===== src/rtl/run_len_pkg.sv =====
// Shared types and constants for the windowed run-length scheduler.
package run_len_pkg;

  typedef enum logic [1:0] {
    IDLE   = 2'd0,
    RUN    = 2'd1,
    REPORT = 2'd2
  } state_t;

  localparam int unsigned DEF_LEN_A = 2;
  localparam int unsigned DEF_LEN_B = 4;

  // All-ones value of a counter of the given width.
  function automatic int unsigned sat_max(input int unsigned width);
    return (32'd1 << width) - 32'd1;
  endfunction

  localparam int unsigned RUN_MAX_DEF = sat_max(3);
  localparam int unsigned CNT_MAX_DEF = sat_max(8);

endpackage


===== src/rtl/run_len_sched_if.sv =====
// Host/serial-side bundle for run_len_sched: config, start, bit stream and report.
interface run_len_sched_if #(
  parameter int CW   = 3,
  parameter int CNTW = 8
);
  logic            cfg_we;
  logic [CW-1:0]   cfg_len_a;
  logic [CW-1:0]   cfg_len_b;
  logic            start;
  logic            input_valid;
  logic            input_bit;
  logic            busy;
  logic            match_pulse;
  logic            report_valid;
  logic [CNTW-1:0] report_count;
  logic            report_ready;
  logic            run_sat;

  modport master (
    output cfg_we, cfg_len_a, cfg_len_b, start, input_valid, input_bit, report_ready,
    input  busy, match_pulse, report_valid, report_count, run_sat
  );

  modport slave (
    input  cfg_we, cfg_len_a, cfg_len_b, start, input_valid, input_bit, report_ready,
    output busy, match_pulse, report_valid, report_count, run_sat
  );
endinterface


===== src/rtl/run_len_detect.sv =====
// Saturating run-of-ones counter with a dual target-length compare on the terminating 0.
module run_len_detect
  import run_len_pkg::*;
#(
  parameter int CW = 3
) (
  input  logic          clock,
  input  logic          reset,
  input  logic          bit_i,
  input  logic          valid_i,
  input  logic          clear_i,
  input  logic [CW-1:0] len_a_i,
  input  logic [CW-1:0] len_b_i,
  output logic          match_o,
  output logic          sat_o
);

  localparam logic [CW-1:0] RUN_MAX = CW'(sat_max(CW));
  localparam logic [CW-1:0] RUN_PRE = CW'(sat_max(CW) - 1);

  logic [CW-1:0] run_q, run_d;

  always_comb begin
    run_d   = run_q;
    match_o = 1'b0;
    sat_o   = 1'b0;
    if (clear_i) begin
      run_d = '0;
    end else if (valid_i) begin
      if (bit_i) begin
        if (run_q != RUN_MAX) run_d = run_q + CW'(1);
        sat_o = (run_q >= RUN_PRE);
      end else begin
        // A zero target never matches because an empty run is excluded first.
        match_o = (run_q != '0) && ((run_q == len_a_i) || (run_q == len_b_i));
        run_d   = '0;
      end
    end
  end

  always_ff @(posedge clock) begin
    if (reset) run_q <= '0;
    else       run_q <= run_d;
  end

endmodule


===== src/rtl/run_len_sched.sv =====
// Window sequencer: config latch, bit-position counter, match tally and report handshake.
//   state  | meaning
//   IDLE   | accepts config writes and start; report_count holds the last tally
//   RUN    | consumes WINDOW valid bits, tallying runs that hit len_a or len_b
//   REPORT | report_valid high with a stable tally until report_ready
module run_len_sched
  import run_len_pkg::*;
#(
  parameter int CW     = 3,
  parameter int CNTW   = 8,
  parameter int WINDOW = 16,
  parameter int WW     = 5
) (
  input logic            clock,
  input logic            reset,
  run_len_sched_if.slave bus
);

  localparam logic [WW-1:0]   LAST_POS = WW'(WINDOW - 1);
  localparam logic [CNTW-1:0] CNT_MAX  = CNTW'(sat_max(CNTW));

  state_t          state_q, state_d;
  logic [CW-1:0]   len_a_q, len_a_d;
  logic [CW-1:0]   len_b_q, len_b_d;
  logic [WW-1:0]   bitpos_q, bitpos_d;
  logic [CNTW-1:0] tally_q, tally_d;
  logic            run_sat_q, run_sat_d;
  logic            match_pulse_q;

  logic det_valid, det_clear, det_match, det_sat;

  assign det_valid = (state_q == RUN) && bus.input_valid;
  // Holding the counter clear outside RUN discards any run left open at window end.
  assign det_clear = (state_q != RUN);

  run_len_detect #(.CW(CW)) u_detect (
    .clock   (clock),
    .reset   (reset),
    .bit_i   (bus.input_bit),
    .valid_i (det_valid),
    .clear_i (det_clear),
    .len_a_i (len_a_q),
    .len_b_i (len_b_q),
    .match_o (det_match),
    .sat_o   (det_sat)
  );

  always_comb begin
    state_d   = state_q;
    len_a_d   = len_a_q;
    len_b_d   = len_b_q;
    bitpos_d  = bitpos_q;
    tally_d   = tally_q;
    run_sat_d = run_sat_q;
    unique case (state_q)
      IDLE: begin
        if (bus.cfg_we) begin
          len_a_d = bus.cfg_len_a;
          len_b_d = bus.cfg_len_b;
        end
        if (bus.start) begin
          state_d   = RUN;
          bitpos_d  = '0;
          tally_d   = '0;
          run_sat_d = 1'b0;
        end
      end
      RUN: begin
        if (det_sat) run_sat_d = 1'b1;
        if (det_match && (tally_q != CNT_MAX)) tally_d = tally_q + CNTW'(1);
        if (bus.input_valid) begin
          if (bitpos_q == LAST_POS) state_d = REPORT;
          else                      bitpos_d = bitpos_q + WW'(1);
        end
      end
      REPORT: begin
        if (bus.report_ready) state_d = IDLE;
      end
      default: state_d = IDLE;
    endcase
  end

  always_ff @(posedge clock) begin
    if (reset) begin
      state_q       <= IDLE;
      len_a_q       <= CW'(DEF_LEN_A);
      len_b_q       <= CW'(DEF_LEN_B);
      bitpos_q      <= '0;
      tally_q       <= '0;
      run_sat_q     <= 1'b0;
      match_pulse_q <= 1'b0;
    end else begin
      state_q       <= state_d;
      len_a_q       <= len_a_d;
      len_b_q       <= len_b_d;
      bitpos_q      <= bitpos_d;
      tally_q       <= tally_d;
      run_sat_q     <= run_sat_d;
      match_pulse_q <= det_match;
    end
  end

  assign bus.busy         = (state_q != IDLE);
  assign bus.report_valid = (state_q == REPORT);
  assign bus.report_count = tally_q;
  assign bus.match_pulse  = match_pulse_q;
  assign bus.run_sat      = run_sat_q;

endmodule


===== src/flat_wrapper.sv =====
// flat-port wrapper written by rule: the top's interface ports become plain ports
module run_len_sched_flat import run_len_pkg::*;
#(
  parameter int CW     = 3,
  parameter int CNTW   = 8,
  parameter int WINDOW = 16,
  parameter int WW     = 5
)
  (clock, reset, bus_cfg_we, bus_cfg_len_a, bus_cfg_len_b, bus_start, bus_input_valid, bus_input_bit, bus_report_ready, bus_busy, bus_match_pulse, bus_report_valid, bus_report_count, bus_run_sat);
  run_len_sched_if #(.CW(CW), .CNTW(CNTW)) bus_i ();
  input logic clock;
  input logic reset;
  input wire logic [$bits(bus_i.cfg_we)-1:0] bus_cfg_we;
  input wire logic [$bits(bus_i.cfg_len_a)-1:0] bus_cfg_len_a;
  input wire logic [$bits(bus_i.cfg_len_b)-1:0] bus_cfg_len_b;
  input wire logic [$bits(bus_i.start)-1:0] bus_start;
  input wire logic [$bits(bus_i.input_valid)-1:0] bus_input_valid;
  input wire logic [$bits(bus_i.input_bit)-1:0] bus_input_bit;
  input wire logic [$bits(bus_i.report_ready)-1:0] bus_report_ready;
  output wire logic [$bits(bus_i.busy)-1:0] bus_busy;
  output wire logic [$bits(bus_i.match_pulse)-1:0] bus_match_pulse;
  output wire logic [$bits(bus_i.report_valid)-1:0] bus_report_valid;
  output wire logic [$bits(bus_i.report_count)-1:0] bus_report_count;
  output wire logic [$bits(bus_i.run_sat)-1:0] bus_run_sat;
  assign bus_i.cfg_we = bus_cfg_we;
  assign bus_i.cfg_len_a = bus_cfg_len_a;
  assign bus_i.cfg_len_b = bus_cfg_len_b;
  assign bus_i.start = bus_start;
  assign bus_i.input_valid = bus_input_valid;
  assign bus_i.input_bit = bus_input_bit;
  assign bus_i.report_ready = bus_report_ready;
  assign bus_busy = bus_i.busy;
  assign bus_match_pulse = bus_i.match_pulse;
  assign bus_report_valid = bus_i.report_valid;
  assign bus_report_count = bus_i.report_count;
  assign bus_run_sat = bus_i.run_sat;
  run_len_sched #(.CW(CW), .CNTW(CNTW), .WINDOW(WINDOW), .WW(WW)) u_core (.clock(clock), .reset(reset), .bus(bus_i));
endmodule

===== config.mk =====
export PLATFORM = sky130hd
export DESIGN_NAME = run_len_sched_flat
export DESIGN_NICKNAME = d
export VERILOG_FILES = /design/src/rtl/run_len_pkg.sv /design/src/rtl/run_len_sched_if.sv /design/src/rtl/run_len_detect.sv /design/src/rtl/run_len_sched.sv /design/src/flat_wrapper.sv
export SDC_FILE = /design/constraint.sdc
export NUM_CORES = 1
export LEC_CHECK = 0
export CAP_MARGIN = 30
export CORE_MARGIN = 10
export CORE_UTILIZATION = 46
export DETAILED_ROUTE_END_ITERATION = 8
export GPL_TIMING_DRIVEN = 0
export PLACE_DENSITY = 0.79
export SETUP_SLACK_MARGIN = 0.2
export SLEW_MARGIN = 20
export SYNTH_ARGS = -nofsm -noshare
export SYNTH_HDL_FRONTEND = slang
export SYNTH_SLANG_ARGS = --single-unit

===== constraint.sdc =====
create_clock -name clock -period 1.6 [get_ports clock]
set_input_delay 0.32 -clock clock [delete_from_list [all_inputs] [get_ports clock]]
set_output_delay 0.32 -clock clock [all_outputs]
set_load 0.005 [all_outputs]

==> results of run 1 <==
sequential cells by signal, indices dropped and copies added, names as in the netlist:
name and count:
u_core.bus.report_count 8, u_core.bitpos_q 5, u_core.len_a_q 3, u_core.len_b_q 3
u_core.u_detect.run_q 3, u_core.state_q 2, u_core.bus.match_pulse 1, u_core.bus.run_sat 1
power groups by stage:
stage                     Combinational, uW  Clock, uW  Sequential (uW)
after floorplan                        84.8          0              681
after global placement                  133          0              683
after detailed placement                140          0              684
after CTS                               156        352              670
after global routing                    201        378              672
final                                   185        351              670
final timing paths:
check	slack, ps	from	to
max reg2reg	-280	u_core.u_detect.run_q[1]	u_core.bus.report_count[7]
min reg2reg	500	u_core.len_a_q[2]	u_core.len_a_q[2]
min	270	reset	u_core.bus.report_count[0]
max	-280	u_core.u_detect.run_q[1]	u_core.bus.report_count[7]
layout make-up:
class / instances / area, um^2
tap: 31 / 38.8
clock buffer: 4 / 36.3
inverter: 10 / 37.5
timing repair buffer: 46 / 415
buffer: 7 / 67.6
multi-input combinational: 121 / 970
fill: 206 / 717
sequential: 26 / 547
through the flow:
step           cell area [um^2]  util (%)
3_5_place_dp               1720      60.7
6_report                   2110      74.7
4_1_cts                    1860      65.9
3_3_place_gp               1720      60.7
2_1_floorplan              1450         -
5_1_grt                    2110      74.7
kinds of logic after synthesis:
family / count (synthesis) / share of synthesized area [%]
adders and majority gates: 6 / 5.37
buffers and inverters: 17 / 6.71
muxes: 3 / 2.24
xor gates and xnor gates: 8 / 5.01
and+or+nand+nor: 75 / 28.9
AOI/OAI and AO/OA: 29 / 14.6
DFF: 26 / 37.2
what timing repair did:
item / 4_1_cts / 5_1_grt
endpoints found under the setup margin: 32 / 25
hold buffers: 0 / 0
pin swaps: 4 / 13
setup buffers: 8 / 15
gates resized for setup: 32 / 35
cell usage in the layout (no fill, tap or decap), types with 3 or more instances in the layout:
| cell type | instances |
|---|---|
| nand2_1 | 18 |
| nand3_1 | 6 |
| dlygate4sd2_1 | 5 |
| clkbuf_8 | 3 |
| inv_1 | 7 |
| dfxtp_1 | 11 |
| a21oi_1 | 9 |
| xor2_1 | 8 |
| inv_2 | 3 |
| clkbuf_2 | 4 |
| buf_4 | 17 |
| dfxtp_4 | 3 |
| nor2_1 | 20 |
| buf_6 | 8 |
| nand2b_1 | 4 |
| nor3_2 | 3 |
| dfxtp_2 | 12 |
| clkbuf_4 | 3 |
| clkdlybuf4s50_1 | 13 |
| nand4_1 | 3 |
| o41ai_1 | 3 |
routing by layer:
metal	part of all wire, %	GRT usage (%)	routed length [um]	vias to the layer above
met4	1.6	5.77	70	0
met5	0	0	0	-
met2	57	27.2	2500	30
li1	-	-	-	674
met3	3.9	2.63	169	10
met1	38	15.3	1650	687
==> results.txt, run 1 <==
----------------------------------------------------
[Route]
  Total DRC errors in the routed layout ... 0
  Starting DRT DRC Count ... around 120
  Detailed Route WL ... about 4.4 mm
  Iteration count of the initial detailed-routing pass ... 4
  Per-cell via count in the routed design ... around 5.7
  Vias ... 1401
  Count of antenna-violating nets left after detailed routing ... 0
  Wire length per cell ... approximately 18 um

[Power and ir drop]
  Overall power ... 1210 uW
  Internal power ... around 890 uW
  Leakage Power ... 0.000877 uW
  Maximum vdd ir drop ... 0.481 mV
  Power Dens Cells ... between 500 and 600 mW/mm^2
  Share of total power in combinational logic ... 15.4%
  Power dissipated by switching net loads ... 320 uW
  Sequential cell fraction of total power ... a little under three fifths
  Switching Share ... approximately a quarter
  Clock power share ... 29.1%

[Die]
  Effective utilization at floorplan ... between 40 and 50%
  Full die area ... roughly 0.0056 mm^2
  Count of pins on the block boundary ... 25
  Die height ... ~75 um
  Area of the core region ... between 0.002 and 0.003 mm^2
  Width of the chip ... 75.1 um
  Row count ... 19

[Synth]
  Cells after synthesis ... 164
  FFs w/ async S/R, synth ... 0%
  Top cell type's share of synthesized area ... 37.2%
  Count of distinct cell types in the synthesized netlist ... 45
  Synth Net Count ... between 150 and 200
  Summed instance area of the synthesized netlist ... roughly 0.0014 mm^2
  Post-synth EDFFs ... 0
  Yosys warning count ... 0
  Most frequent cell after synthesis ... dfxtp_1
  Cells taking the most area after synthesis ... dfxtp_1 (37%), nor2_1 (6.2%), ha_1 (5.4%)
  Post-synthesis sequential element count ... 26
  Post-Synthesis Mean Instance Area ... approximately 8.5 um^2
  Top cells by instance count after synthesis ... dfxtp_1 (26), nor2_1 (23), nand2_1 (18)
  Cell taking the most area after synthesis ... dfxtp_1
  Part of the Yosys area used for sequential elements ... a little under two fifths
  Dominant synthesized flop cell ... dfxtp_1

[Clock network]
  Number of H-tree levels ... 1
  Worst skew pair latency ... roughly 330 ps
  Max Root-Sink Buffers ... 2
  Clock buffer count from CTS ... 3
  CTS tree ... done
  Clk sink count ... 26
  Clock-pin transition on the worst setup and hold timing paths ... about 150 ps
  Root Driver ... clkbuf_4

[Run status]
  Failing checks ... setup timing
  Status ... finished with violations

[Timing]
  Final period utilization ... 118%
  Max Freq ... 532 MHz
  Slew margin rel. ... 65.9%
  Final total negative setup slack ... -1440 ps
  Post-Route Hold Slack ... 269 ps
  Final-report hold violation count ... 0
  Setup slack of the critical path after layout ... -281 ps
  Worst Skew ... approximately 6.3 ps
  Shortest clock period the worst path allows after layout ... between 1500 and 2000 ps
  RSZ-0062 raised after global routing ... yes
  Transition at the pin with the smallest max-transition slack ... between 500 and 600 ps
  Setup-failing EPs final ... 10
  Final Max Tran Viols ... 0

[Global route]
  Remaining Overflow, GRT ... 0
  Wire length of the first global-routing pass ... approximately 6.3 mm
  Via count of the first global-routing pass ... ~1.4k
  Pin count of the biggest net entering global routing ... 15
  Antenna violations before repair ... 0
  Global-route usage over all layers ... 14.4%

[Placed design]
  Post-DP HPWL ... 2.80 mm
  Placer congestion estimate ... slightly below 0.8
  Setup slack at placement ... -640 ps
  Port Buffers ... 23
  Cell count after placement ... 218

[Cells and area]
  Synthesis-to-layout area growth ... 51.0%
  Net count of the finished layout ... 234
  Number of antenna repair diodes ... 0
  Finished Layout Cells ... 245
  Share of cells above drive strength 1 ... between 40% and 50%

[Critical path]
  CP Class ... reg -> reg
  Cell count of the worst reg-to-reg path ... 6
  Maximum fanout along the worst path ... 4
  Count of cell instances traversed by the critical path ... 6
  Cells traversed along the worst timing path ... buf_4 > xor2_1 > nor3_2 > o21ai_4 > nor4_4 > mux2_4
  Highest-delay cell along the critical path ... dfxtp_4
  Top cell family by delay on the critical path ... simple AND/OR/NAND/NOR gates
  Critical Path RT ... around 1800 ps
  Largest stage delay, worst path ... 380 ps
  Crit path arrival time ... 2120 ps
  Worst setup SP type ... flip-flop
  Number of buffers and inverters on the critical path ... 1
  Kind of end point of the critical path ... flip-flop

[Flow run]
  Max-cap check violation count ... 0

[Worst hold path]
  Number of cells on the worst hold path ... 2
  HP Class ... in -> reg

----------------------------------------------------
No activity file was read; power rests on OpenSTA's default activity.
==> inputs of run 2 (changes only) <==
--- a/config.mk
+++ b/config.mk
@@ -12,6 +12,7 @@
 export GPL_TIMING_DRIVEN = 0
 export PLACE_DENSITY = 0.79
 export SETUP_SLACK_MARGIN = 0.2
+export SKIP_CTS_REPAIR_TIMING = 1
 export SLEW_MARGIN = 20
 export SYNTH_ARGS = -nofsm -noshare
 export SYNTH_HDL_FRONTEND = slang
==> results.txt, run 2 (synthesis results as in run 1) <==
----------------------------------------------------
[Run status]
  Status ... finished with violations
  Failing checks ... setup timing

[Clock network]
  Clock buffer count from CTS ... 3
  Worst skew pair latency ... between 300 and 400 ps
  Clk sink count ... 26
  Number of H-tree levels ... 1
  Max Root-Sink Buffers ... 2
  CTS tree ... done
  Clock-pin transition on the worst setup and hold timing paths ... roughly 140 ps
  Root Driver ... clkbuf_4

[Critical path]
  Critical Path RT ... between 1500 and 2000 ps
  Launch instance of the worst register-to-register path ... u_core.u_detect.run_q[1]
  Top cell family by delay on the critical path ... simple AND/OR/NAND/NOR gates
  Cells traversed along the worst timing path ... inv_2 > ha_2 > and2b_2 > nor3_4 > o21ai_4 > nor4_4 > mux2_4
  Maximum fanout along the worst path ... 5
  Number of buffers and inverters on the critical path ... 1
  Crit path arrival time ... 2060 ps
  CP startpoint ... u_core.u_detect.run_q[1]
  CP Class ... reg -> reg
  Worst setup SP type ... flip-flop
  Highest-delay cell along the critical path ... dfxtp_4
  Largest stage delay, worst path ... between 300 and 400 ps
  Kind of end point of the critical path ... flip-flop

[Power and ir drop]
  Power Dens Cells ... just over 600 mW/mm^2
  Maximum vdd ir drop ... about 0.52 mV
  Internal power ... roughly 880 uW
  Clock power share ... between 20% and 30%
  Power dissipated by switching net loads ... between 300 and 400 uW
  Leakage Power ... between 0.0007 and 0.0008 uW
  Share of total power in combinational logic ... between 10% and 20%
  Switching Share ... 25.7%
  Sequential cell fraction of total power ... 56.8%

[Global route]
  Via count of the first global-routing pass ... 1306
  Remaining Overflow, GRT ... 0
  Pin count of the biggest net entering global routing ... 15
  Wire length of the first global-routing pass ... approximately 6 mm
  Global-route usage over all layers ... roughly 14%
  Antenna violations before repair ... 0

[Timing]
  Worst Skew ... approximately 1.8 ps
  Final total negative setup slack ... -1270 ps
  RSZ-0062 raised after global routing ... yes
  Setup-failing EPs final ... 11
  Shortest clock period the worst path allows after layout ... approximately 1800 ps
  Transition at the pin with the smallest max-transition slack ... slightly below 600 ps
  Final-report hold violation count ... 0
  Final period utilization ... 114%
  Final Max Tran Viols ... 0
  Slew margin rel. ... around three fifths
  Setup slack of the critical path after layout ... -223 ps
  Max Freq ... 549 MHz

[Route]
  Wire length per cell ... about 17 um
  Vias ... 1308
  Detailed Route WL ... approximately 3.9 mm
  Iteration count of the initial detailed-routing pass ... 4
  Starting DRT DRC Count ... 75
  Count of antenna-violating nets left after detailed routing ... 0
  Per-cell via count in the routed design ... roughly 5.7
  Total DRC errors in the routed layout ... 0

[Die]
  Width of the chip ... ~75 um
  Row count ... 19
  Die height ... roughly 75 um
  Full die area ... between 0.005 and 0.006 mm^2
  Count of pins on the block boundary ... 25
  Effective utilization at floorplan ... 49.4%
  Area of the core region ... about 0.0028 mm^2

[Placed design]
  Placer congestion estimate ... about 0.79
  Port Buffers ... 23
  Post-DP HPWL ... approximately 2.8 mm

[Cells and area]
  Net count of the finished layout ... ~220
  Leading cell type in the layout, fill and taps excluded ... nor2_1
  Fillcell total ... ~240
  Share of cells above drive strength 1 ... between 30 and 40%
  Area occupied by multi-input gates ... around 920 um^2
  Synthesis-to-layout area growth ... 38.1%
  Number of antenna repair diodes ... 0
  Storage cell area ... 543 um^2
  Finished Core Util ... ~68%
  Max FFs per register ... 8
  Top library cells by usage in the layout, fill and taps aside ... nor2_1 (21), clkdlybuf4s50_1 (19), nand2_1 (18)

[Worst hold path]
  Hold Crit Start ... reset
  HP Class ... in -> reg

[Flow run]
  Max-cap check violation count ... 0

----------------------------------------------------
-- run 2: cell types whose count changed in the layout (fill, tap and decap cells not counted), sizes merged --
| cell | delta |
|---|---|
| clkdlybuf4s50 | +6 |
| dlygate4sd2 | -5 |
| buf | -16 |
| clkbuf | -2 |
| dlymetal6s2s | +1 |
-- run 2: path summary, 6_finish.rpt --
kind,to,slack (ps),depth (start not counted)
setup reg to reg,u_core.bus.report_count[7],-220,7
hold reg to reg,u_core.len_a_q[2],490,2
setup / recovery,u_core.bus.report_count[7],-220,7
hold / removal,u_core.bus.report_count[0],260,2
-- run 2: cell type report --
type / count / share of cell area [%]
buffer: 7 / 3.24
clock buffer: 4 / 1.88
inverter: 10 / 1.94
multi-input combinational: 121 / 47.7
sequential: 26 / 28.1
tap: 31 / 2.01
timing repair buffer: 30 / 15.1
-- run 2: power groups by stage --
stage / Sequential [uW] / Clock (uW) / Combinational (uW)
finish: 670 / 345 / 164
global route: 671 / 376 / 178
floorplan: 681 / 0 / 84.8
global placement: 683 / 0 / 133
CTS: 669 / 352 / 141
detailed placement: 684 / 0 / 140
-- run 2: metrics by stage --
step	hold WS (ps)	cells	worst slack, ps	power, uW	instance area (um^2)
2_1_floorplan	444	164	-73.0	766	1450
3_3_place_gp	464	218	-604	816	1720
3_5_place_dp	471	218	-640	824	1720
4_1_cts	241	222	-324	1160	1750
5_1_grt	235	229	-293	1230	1930
6_report	256	229	-223	1180	1930
-- run 2: routing by layer --
metal  vias to the layer above  GRT usage (%)  wire length [um]
met5                         -              0                 0
met4                         0           5.15                46
met3                         6           2.76               162
met2                        31           25.0              2130
met1                       628           15.0              1520
li1                        643              -                 -
